--- src/rtl/skip_table_writer.sv ---
// Skip-table writer: turns LOAD / INVALIDATE / CLEAR_ALL commands into
// single-cycle table writes and keeps a shadow map of each entry's valid bit.
module skip_table_writer #(
  parameter int unsigned SKIP_TABLE_SIZE      = 16,
  parameter int unsigned SKIP_TABLE_BLOCK_IDX = 1
) (
  input  logic                                 ClockIn,
  input  logic                                 ResetIn,
  input  logic                                 CmdValidIn,
  output logic                                 CmdReadyOut,
  input  logic [1:0]                           CmdOpIn,
  input  logic [$clog2(SKIP_TABLE_SIZE)-1:0]   CmdIdxIn,
  input  logic [31:0]                          CmdPCIn,
  output logic                                 WriteEnOut,
  output logic [31:0]                          WriteAddressOut,
  output logic [31:0]                          WriteDataOut,
  output logic                                 BusyOut,
  output logic                                 DoneOut,
  output logic                                 ErrorOut,
  output logic [SKIP_TABLE_SIZE-1:0]           ValidMapOut
);

  localparam int unsigned IW = $clog2(SKIP_TABLE_SIZE);

  localparam logic [31:0] BLK_BASE  = 32'(SKIP_TABLE_BLOCK_IDX) << (IW + 2);
  localparam logic [IW:0] CLR_LAST  = {1'b0, {IW{1'b1}}};
  localparam logic [IW:0] CLR_END   = {1'b1, {IW{1'b0}}};
  localparam logic [1:0]  OFF_PC    = 2'd0;
  localparam logic [1:0]  OFF_VALID = 2'd1;

  typedef enum logic [2:0] {
    IDLE,
    WR_INVAL,
    WR_PC,
    WR_VALID,
    CLEAR
  } state_t;

  typedef enum logic [1:0] {
    OP_LOAD  = 2'd0,
    OP_INVAL = 2'd1,
    OP_CLEAR = 2'd2,
    OP_RSVD  = 2'd3
  } op_t;

  state_t        state;
  op_t           op_q;
  logic [IW-1:0] idx_q;
  logic [31:0]   pc_q;
  logic [IW:0]   clr_cnt;

  function automatic logic [31:0] entry_addr(input logic [IW-1:0] idx,
                                             input logic [1:0]    off);
    return BLK_BASE | {{(30 - IW){1'b0}}, idx, off};
  endfunction

  assign CmdReadyOut = (state == IDLE) && !ResetIn;
  assign BusyOut     = (state != IDLE);

  // The state names the write currently on the bus; the edge that enters a
  // state registers that state's write, so outputs stay purely registered.
  always_ff @(posedge ClockIn) begin
    if (ResetIn) begin
      state           <= IDLE;
      op_q            <= OP_LOAD;
      idx_q           <= '0;
      pc_q            <= '0;
      clr_cnt         <= '0;
      WriteEnOut      <= 1'b0;
      WriteAddressOut <= '0;
      WriteDataOut    <= '0;
      DoneOut         <= 1'b0;
      ErrorOut        <= 1'b0;
      ValidMapOut     <= '0;
    end else begin
      WriteEnOut      <= 1'b0;
      WriteAddressOut <= '0;
      WriteDataOut    <= '0;
      DoneOut         <= 1'b0;

      unique case (state)
        IDLE: begin
          if (CmdValidIn && CmdReadyOut) begin
            op_q  <= op_t'(CmdOpIn);
            idx_q <= CmdIdxIn;
            pc_q  <= CmdPCIn;
            unique case (op_t'(CmdOpIn))
              OP_LOAD, OP_INVAL: begin
                WriteEnOut            <= 1'b1;
                WriteAddressOut       <= entry_addr(CmdIdxIn, OFF_VALID);
                WriteDataOut          <= '0;
                ValidMapOut[CmdIdxIn] <= 1'b0;
                DoneOut               <= (op_t'(CmdOpIn) == OP_INVAL);
                state                 <= WR_INVAL;
              end
              OP_CLEAR: begin
                WriteEnOut      <= 1'b1;
                WriteAddressOut <= entry_addr('0, OFF_VALID);
                WriteDataOut    <= '0;
                ValidMapOut[0]  <= 1'b0;
                clr_cnt         <= {{IW{1'b0}}, 1'b1};
                state           <= CLEAR;
              end
              default: begin
                // Reserved opcode: one busy cycle with no write, then idle.
                ErrorOut <= 1'b1;
                DoneOut  <= 1'b1;
                state    <= WR_INVAL;
              end
            endcase
          end
        end

        WR_INVAL: begin
          if (op_q == OP_LOAD) begin
            WriteEnOut      <= 1'b1;
            WriteAddressOut <= entry_addr(idx_q, OFF_PC);
            WriteDataOut    <= pc_q;
            state           <= WR_PC;
          end else begin
            state <= IDLE;
          end
        end

        WR_PC: begin
          WriteEnOut         <= 1'b1;
          WriteAddressOut    <= entry_addr(idx_q, OFF_VALID);
          WriteDataOut       <= 32'h8000_0000;
          ValidMapOut[idx_q] <= 1'b1;
          DoneOut            <= 1'b1;
          state              <= WR_VALID;
        end

        WR_VALID: begin
          state <= IDLE;
        end

        CLEAR: begin
          if (clr_cnt == CLR_END) begin
            clr_cnt <= '0;
            state   <= IDLE;
          end else begin
            WriteEnOut                  <= 1'b1;
            WriteAddressOut             <= entry_addr(clr_cnt[IW-1:0], OFF_VALID);
            WriteDataOut                <= '0;
            ValidMapOut[clr_cnt[IW-1:0]] <= 1'b0;
            DoneOut                     <= (clr_cnt == CLR_LAST);
            clr_cnt                     <= clr_cnt + 1'b1;
          end
        end

        default: state <= IDLE;
      endcase
    end
  end

endmodule

--- config.mk ---
export PLATFORM = sky130hd
export DESIGN_NAME = skip_table_writer
export DESIGN_NICKNAME = d
export VERILOG_FILES = /design/src/rtl/skip_table_writer.sv
export SDC_FILE = /design/constraint.sdc
export NUM_CORES = 1
export LEC_CHECK = 0
export CAP_MARGIN = 20
export CORE_MARGIN = 2
export CORE_UTILIZATION = 45
export CTS_CLUSTER_DIAMETER = 80
export DETAILED_ROUTE_END_ITERATION = 6
export PLACE_DENSITY = 0.78
export RECOVER_POWER = 100
export SLEW_MARGIN = 20
export SYNTH_ARGS = -nofsm -noshare
export SYNTH_HDL_FRONTEND = slang
export SYNTH_SLANG_ARGS = --single-unit
export TNS_END_PERCENT = 5
--- constraint.sdc ---
create_clock -name ClockIn -period 3.49 [get_ports ClockIn]
set_input_delay 0.698 -clock ClockIn [delete_from_list [all_inputs] [get_ports ClockIn]]
set_output_delay 0.698 -clock ClockIn [all_outputs]
set_load 0.005 [all_outputs]
==> run_results.csv <==
group,metric,value,unit
outcome,status,"complete, no violations",
placement,place_worst_setup_slack,0.686,ns
worst_setup_path,worst_ep_required_time,2.79,ns
placement,gp_congestion,0.870,
grt,global_route_wire_length_before_repair,15800,um
timing,final_setup_violations,0,
clocking,cts_htree_levels,3,
logic_synthesis,syn_inst,476,
min_path,hold_path.class,"flop to flop",
routing,final_routed_wirelength_across_all_metal_layers,9830,um
cells_and_area,ff_latch_area,2040,um^2
timing,worstMarginPinSlew,1.07,ns
die,initial_utilization,46.5,%
logic_synthesis,synth_top_area_share,50.1,%
job,max_cap_viol_count,0,
logic_synthesis,post_synth_instance_area,4080,um^2
pwr,total_power,2.40,mW
logic_synthesis,synth-warning-count,0,
timing,final_hold_viol_count,0,
cells_and_area,multi_input_area,1740,um^2
clocking,postCtsHoldBufs,0,
logic_synthesis,netlist.top_cell.by_area,"dfxtp_1",
die,chipWidth,99.2,um
timing,fmaxAchievable,354,MHz
worst_setup_path,crit_path_end_kind,"output port",
grt,grt_antenna_before_repair,0,
routing,drt-wirelength-per-cell,14.6,um
grt,gr-usage-all-layers,19.9,%
pwr,power.density_cell_area,463,nW/um^2
routing,first_iter_violations,231,
clocking,cts_setup_buffers,0,
routing,vias_per_cell,5.36,
pwr,ir_worst_vdd,215,uV
die,die_y,99.2,um
cells_and_area,post_route_cells_drive_above_1_share,4.96,%
placement,detailed_place_hpwl,7070,um
routing,antenna_left,0,
die,dieArea,9840,um^2
clocking,clockRootBuffer,"clkbuf_8",
clocking,cts.reportedPaths.clkPinSlew,0.11,ns
logic_synthesis,synth.avg_cell_area,8.57,um^2
grt,grt_start_max_net_pins,41,
routing,drt-pass1-iter-count,5,
die,floorplan_core_area,8760,um^2
clocking,cts_tree,"yes",
timing,final.min_clock_period,2.82,ns
worst_setup_path,startpoint_type,"primary input",
timing,timing_max_transition_violations_final,0,
timing,period_share,80.8,%
clocking,cts_num_sinks,102,
worst_setup_path,worstSetupPathType,"primary input to output port",
logic_synthesis,ys_ff_latch,102,
grt,number_of_global_route_vias_before_repair,3279,
worst_setup_path,arrival,2.12,ns
clocking,cts-root-to-sink-buffers,2,
timing,timing.setup.tns,0,ns
die,floorplan.rows,34,
timing,fin_worst_skew,0.0172,ns
clocking,clock_insertion_delay_worst_skew,0.37,ns
cells_and_area,synthToLayoutAreaGrowth,27.2,%
grt,globalRoute.totalOverflow,0,
cells_and_area,filler_cell_count,789,
logic_synthesis,ys_types,50,
timing,grt_setup_unrepaired,"false",
clocking,cts_resized,0,
routing,drc_violations_left,0,
die,io_pins,126,
timing,setup_slack,0.668,ns
cells_and_area,antenna_cells_inserted,0,
worst_setup_path,critPathMaxFanout,10,
pwr,power.leakage,2.06,nW
timing,slew-limit-headroom,28.6,%
cells_and_area,layout.nets,605,
placement,place.port_buffers,99,
logic_synthesis,synthTopCellsByArea,"dfxtp_1 50%, nand2_1 8.1%, buf_4 5.2%, o21ai_0 4.4%, nor2_1 4.2%",
routing,detailroute.via_count,3600,
logic_synthesis,seq_area_frac_synth,50.1,%
clocking,clock_buffer_count_from_cts,9,
area by class of cell:
class	instances	area share, %
multi-input combinational	333	33.6
timing repair buffer	106	19.9
tap	108	2.61
sequential	102	39.4
inverter	7	0.507
clock buffer	9	2.39
clock inverter	7	1.57
layout by cell type (no fill, tap or decap), types with 2 or more instances in the layout:
master             n
buf_4              4
a31oi_1            7
or3b_1             2
nand4_1           10
nor3b_4            2
conb_1            26
o31ai_1            2
clkbuf_1           2
nor3_1            12
clkinvlp_4         2
dfxtp_1          102
o211a_1            2
a21oi_1           32
o22ai_1            2
nor3b_1            2
a32o_1             4
nor2b_1            7
nor2_1            47
ha_1               5
a211oi_1           8
clkdlybuf4s50_1   39
nand4b_1           2
inv_8              2
nand2_1           88
nand3_1            8
clkbuf_8           9
a222oi_1           4
o21ai_0           37
inv_1              7
nand2b_1           3
dlygate4sd3_1     60
through the flow:
stage | util (%) | instance area, um^2 | std cells | hold WS [ns]
6_report | 59.2 | 5180 | 672 | 0.431
2_1_floorplan | - | 4170 | 501 | 0.413
3_5_place_dp | 57.0 | 5000 | 656 | 0.424
5_1_grt | 59.2 | 5180 | 672 | 0.453
3_3_place_gp | 57.0 | 5000 | 656 | 0.418
4_1_cts | 59.4 | 5200 | 672 | 0.431
report_power, final:
part | leakage, nW | internal [mW] | switching (mW) | total (mW)
Clock | 0.0993 | 0.341 | 0.421 | 0.762
Sequential | 0.829 | 1.24 | 0.0441 | 1.28
Combinational | 1.13 | 0.149 | 0.205 | 0.354
Total | 2.06 | 1.73 | 0.670 | 2.40
synthesized netlist by cell type (all sizes together):
library cell,count
nor3,13
o311a,1
dfxtp,102
nor2b,7
nand4bb,1
ha,5
nand2,88
conb,1
clkbuf,19
and3,1
o211a,2
nor2,47
inv,7
a21oi,32
nand4b,2
o21ai,37
nand4,10
o22a,1
o21a,1
o31ai,2
o22ai,2
and4,1
o2111a,1
nand3,8
a32o,4
a31oi,7
a311oi,1
a21o,1
or4b,1
a222oi,4
nor3b,5
and4bb,1
or2,1
xnor2,1
buf,40
a41oi,1
a31o,1
a211oi,8
nand2b,3
a22oi,1
or3b,2
and2,2
and2b,1
path summary, 6_finish.rpt:
kind         cells after the start                   from  slack (ns)                           to
min reg2reg                      2  pc_q[16]$_SDFFE_PP0P_        0.43  WriteDataOut[16]$_SDFF_PP0_
max reg2reg                      5  state[1]$_SDFFE_PP0P_        1.12         pc_q[5]$_SDFFE_PP0P_
max                              3                ResetIn        0.67                  CmdReadyOut
min                              2  pc_q[16]$_SDFFE_PP0P_        0.43  WriteDataOut[16]$_SDFF_PP0_
critical path, cell delays in order:
cell           delay, ns
dlygate4sd3_1       0.74
nor2_1              0.09
dlygate4sd3_1       0.59
per-layer routing:
metal	GRT usage [%]	part of all wire (%)	up-vias
li1	-	-	1745
met1	26.6	44	1679
met2	31.5	47	159
met3	4.50	7.1	17
met4	7.59	1.8	0
met5	0	0	-
flip-flops by register name (all words and copies together) (netlist names), 2 cells and up:
register,flops
WriteDataOut,32
pc_q,32
ValidMapOut,16
WriteAddressOut,6
clr_cnt,5
idx_q,4
state,3
op_q,2
cell families after synthesis:
family / count (synthesis) / synth area share (%)
other: 1 / 0.0920
buffers and inverters: 66 / 9.33
xor gates and xnor gates: 1 / 0.215
and+or+nand+nor: 194 / 22.7
DFF: 102 / 50.1
adders and majority gates: 5 / 1.53
AOI/OAI and AO/OA: 107 / 16.1
(Power assumes the default switching activity.)
==> patch 1: new RTL, config.mk and constraints unchanged <==
Reset style: asynchronous (`ResetIn`), changed in one clocked block.
--- a/src/rtl/skip_table_writer.sv
+++ b/src/rtl/skip_table_writer.sv
@@ -60,5 +60,5 @@
   // The state names the write currently on the bus; the edge that enters a
   // state registers that state's write, so outputs stay purely registered.
-  always_ff @(posedge ClockIn) begin
+  always_ff @(posedge ClockIn or posedge ResetIn) begin
     if (ResetIn) begin
       state           <= IDLE;
Behaviour: differs if ResetIn is asserted again (counterexample within 4 cycles, from zero or initial values and one cycle with ResetIn high); with ResetIn held inactive, the same outputs for 4 cycles.
==> patch 1 against the original RTL <==
- sequential cell count stayed put
- count of clock-buffer cells in the layout stayed put
- core utilization is 0.82 points lower
- area after synthesis is 13% higher
- critical path type is now in -> reg
- final cell count is 5.2% higher
- global-route usage is 0.47 points higher
- final area is 11% higher
- routed wire length is 9.9% higher
- synthesized cell count is 1.3% higher
- setup slack worse by 190 ps
- highest routed layer unchanged
- register-to-register slack worse by 560 ps
Power is not compared: it rests on default switching activity, and its combinational part moved more than twofold at a synthesized area within 25%.
==> patch 1: results (changes against the original RTL) <==
| Metric | Value |
|---|---|
| Multi-input logic area | 1770 µm² (+1.7%) |
| Distinct cells, synth | 53 (+6.0%) |
| Post-place setup slack | 753 ps (+67.8 ps) |
| DR WL/cell | 15.3 µm (+4.4%) |
| Total Routing Usage GR | 20.4% (+0.47 points) |
| Sequential share of the synthesized area | 55.4% (+5.4 points) |
| Pre-antenna DRT Iters | 6 (+1) |
| Core footprint | 9860 µm² (+13%) |
| Register Area | 2550 µm² (+25%) |
| Reg clk slew, reported paths | 90 ps (-20 ps) |
| Fillers | 852 (+8.0%) |
| N_diodes | 0 (unchanged) |
| WL met3 | 759 µm (+8.4%) |
| Met1 usage | 29.5% (+2.9 points) |
| Nets | 616 (+1.8%) |
| Seq_cells | 102 (unchanged) |
| Met3 Use GR | 4.24% (-0.26 points) |
| DR WL met2 | 5140 µm (+12%) |
| Worst-margin pin slew | 1340 ps (+266 ps) |
| CP Data Arrival Time | 3260 ps (+1140 ps) |
| Status | completed |
| Clock skew | 12.2 ps (-4.92 ps) |
| First-pass GRT wire length | 18,200 µm (+15%) |
| Via count | 3,630 (+0.83%) |
| Synth top cells by count | nand2_1, dfrtp_1, and2_1 |
| Synth Flop Type | dfrtp_1 |
| Worst Path Max Fanout | 11 (+1) |
| Ys Warns | 0 (unchanged) |
| Final clock-cell share | 3.54% (-0.41 points) |
| Cells after DPL | 692 (+5.5%) |
| Number of DRC markers in iteration 0 | 302 (+31%) |
| Post-Synthesis Cells | 482 (+1.3%) |
| Worst Hold Slack | 475 ps (+43.9 ps) |
| Ys async rst share | 100% (+100 points) |
| Largest cells by area after synthesis | dfrtp_1, nand2_1, buf_4 |
| RePlAce Congestion | 0.903 (+3.8%) |
| Met2 Track Usage GR | 31.0% (-0.47 points) |
| Share of layout cells above drive strength 1 | 5.40% (+0.44 points) |
## patch 1: cell count changes in the layout (fill, tap and decap cells not counted), sizes merged, moves of 30 or more
cell and delta:
nor2 -34, dfxtp -102, nand2 +43, dfrtp +102
and2 +30
## patch 1: worst paths after layout
| path | slack [ps] | cells past startpoint | end | from |
|---|---|---|---|---|
| worst max-delay path | 480 | 5 | ValidMapOut[10]$_DFFE_PP0P_ | ResetIn |
| worst min-delay path | 470 | 2 | pc_q[29]$_DFFE_PP0P_ | pc_q[29]$_DFFE_PP0P_ |
| worst max register to register | 560 | 4 | ValidMapOut[10]$_DFFE_PP0P_ | state[0]$_DFFE_PP0P_ |
| worst min register to register | 470 | 2 | pc_q[29]$_DFFE_PP0P_ | pc_q[29]$_DFFE_PP0P_ |
| max in group asynchronous | 960 | 3 | WriteAddressOut[2]$_DFF_PP0_ | ResetIn |
| min in group asynchronous | 930 | 2 | clr_cnt[4]$_DFFE_PP0P_ | ResetIn |
## patch 1: worst max-delay path, cell delays in order
cell	delay [ps]
dlygate4sd3_1	600
nand2b_1	290
o32ai_1	1120
o21ai_0	260
a22o_1	300
## patch 1: cell families (layout without fill, tap and decap cells)
kind of cell	after synthesis	in the layout	share of synthesized area [%]
DFF	102	102	55.4
AOI/OAI and AO/OA	67	67	9.38
and+or+nand+nor	244	244	25.6
other	1	26	0.0814
xor gates and xnor gates	2	2	0.381
adders and majority gates	5	5	1.36
buffers and inverters	61	128	7.77
## patch 1: power groups by stage
stage / combinational, µW / clock (µW) / sequential, µW
detailed placement: 1380 / 0 / 1910
finish: 1290 / 767 / 1890
global placement: 1340 / 0 / 1900
floorplan: 867 / 0 / 1770
global route: 1440 / 836 / 1950
CTS: 1380 / 783 / 1890
==> patch 2: new RTL, same flow settings <==
Made on the original files. `SKIP_TABLE_SIZE`: 16 -> 32.
--- a/src/rtl/skip_table_writer.sv
+++ b/src/rtl/skip_table_writer.sv
@@ -2,5 +2,5 @@
 // single-cycle table writes and keeps a shadow map of each entry's valid bit.
 module skip_table_writer #(
-  parameter int unsigned SKIP_TABLE_SIZE      = 16,
+  parameter int unsigned SKIP_TABLE_SIZE      = 32,
   parameter int unsigned SKIP_TABLE_BLOCK_IDX = 1
 ) (
Interface: changed (resized CmdIdxIn and ValidMapOut); port bits go from 126 to 143. No check against the original RTL was run, so the function may have changed too.
==> patch 2 against the original RTL <==
- routed wire length grew 53%
- core utilization is 0.81 points higher
- sequential cell count rose by 19
- power rose by 43%
- register-to-register slack lost 620 ps
- sequential power is 16% higher
- largest cell class unchanged
- final cell count rose by 26%
- setup slack got worse by 170 ps
- area after synthesis is 28% higher
- final area up 32%
- global-route usage increased by 4.2 points
==> patch 2: results (changes against the original RTL) <==
| Metric | Value |
|---|---|
| Leakage power | 0.00271 µW (+32%) |
| Peak supply drop | 0.347 mV (+62%) |
| Placed cell areas | 6300 µm² (+26%) |
| CTS H-tree lvls | 4 (+1) |
| Distinct cells, synth | 66 (+32%) |
| Share of layout cells above drive strength 1 | 6.98% (+2.0 points) |
| Max incr delay on CP | 630 ps (-110 ps) |
| Worst-Skew Late Latency | 410 ps (+40 ps) |
| First-pass GRT wire length | 23,900 µm (+51%) |
| Status | completed |
| Sequential share of the synthesized area | 46.5% (-3.5 points) |
| Final Routed Wirelength | 15,000 µm (+53%) |
| Largest regs | ValidMapOut: 32 flops, WriteDataOut: 32 flops, pc_q: 32 flops |
| Worst-margin pin slew | 1310 ps (+242 ps) |
| CP Data Arrival Time | 3220 ps (+1100 ps) |
| Ys Warns | 0 (unchanged) |
| N_diodes | 0 (unchanged) |
| Initial antenna violation count | 0 (unchanged) |
| Post-place setup slack | 806 ps (+120 ps) |
| HP Class | reg -> reg |
| Number of I/O port buffers | 117 (+18%) |
| Largest cells by area after synthesis | dfxtp_1, nand2_1, a211oi_1 |
| Clk root buf | clkbuf_16 |
| Cells after DPL | 813 (+24%) |
| RePlAce Congestion | 0.908 (+4.4%) |
| Post-CTS sizing | 0 (unchanged) |
| Number of global-route vias before repair | 4,664 (+42%) |
| Worst Path Max Fanout | 53 (+43) |
| Number of DRC markers in iteration 0 | 449 (+94%) |
| Via-to-Cell Ratio | 5.72 (+6.7%) |
| Clock Path Buffers | 2 (unchanged) |
| Non-filler cells, final | 845 (+26%) |
| Post-Synthesis Cells | 590 (+24%) |
| Reg clk slew, reported paths | 60 ps (-50 ps) |
| Pin count of the biggest net entering global routing | 54 (+32%) |
| Cell family with most CP delay | buffers and inverters |
| Dpl hpwl | 10,200 µm (+44%) |
| Total CTS buffers | 17 (+8) |
| Synth top cells by count | dfxtp_1, nand2_1, nor2_1 |
| Pre-antenna DRT Iters | 6 (+1) |
| Nets | 735 (+21%) |
| Slowest-stage cell, CP | clkbuf_2 |
| Total Routing Usage GR | 24.1% (+4.2 points) |
| Ys async rst share | 0% (unchanged) |
| Clock skew | 8.61 ps (-8.55 ps) |
patch 2: cell count changes after synthesis, moves of 4 or more:
cell	unedited run	this run
a221o_1	0	8
dfxtp_1	102	121
a211oi_1	8	29
and2_1	2	23
nand2_1	88	94
nand4_1	10	2
a41oi_1	1	6
a22o_1	0	19
nor2_1	46	41
nor3b_1	2	8
a21oi_1	32	36
patch 2: path summary, 6_finish.rpt:
check                          start                      endpoint  slack, ps  depth (start not counted)
max                          ResetIn  ValidMapOut[11]$_SDFFE_PP0P_        500                          8
min            pc_q[29]$_SDFFE_PP0P_   WriteDataOut[29]$_SDFF_PP0_        430                          2
max reg2reg  clr_cnt[0]$_SDFFE_PP0P_  ValidMapOut[11]$_SDFFE_PP0P_        500                          8
min reg2reg    pc_q[29]$_SDFFE_PP0P_   WriteDataOut[29]$_SDFF_PP0_        430                          2
patch 2: layout make-up:
cell class	count	area, µm²
clock buffers	19	433
inverters	10	37.5
flip-flops and latches	121	2420
multi-input cells	412	2380
well taps	143	179
fillers	967	4550
clock inverters	13	124
repair buffers	127	1240
patch 2: kinds of logic after synthesis:
family | after synthesis | synth area share [%]
fa+ha+maj | 4 | 0.962
simple gates | 214 | 20.6
flops | 121 | 46.5
other cells | 1 | 0.0721
xor+xnor | 1 | 0.313
buf+inv | 81 | 8.92
compound gates | 168 | 22.6
patch 2: where the power goes:
| part | internal, µW | total (µW) | switching, µW |
|---|---|---|---|
| clock | 983 | 1620 | 638 |
| sequential | 1440 | 1480 | 40.0 |
| combinational | 134 | 327 | 193 |
| total | 2560 | 3430 | 871 |
patch 2: metal layers:
layer / track usage [%] / vias up / wire length (µm)
met4: 10.3 / 0 / 529
met3: 7.08 / 51 / 1380
met1: 30.5 / 2256 / 6100
met2: 38.7 / 284 / 7000
li1: - / 2239 / -
met5: 0 / - / 0
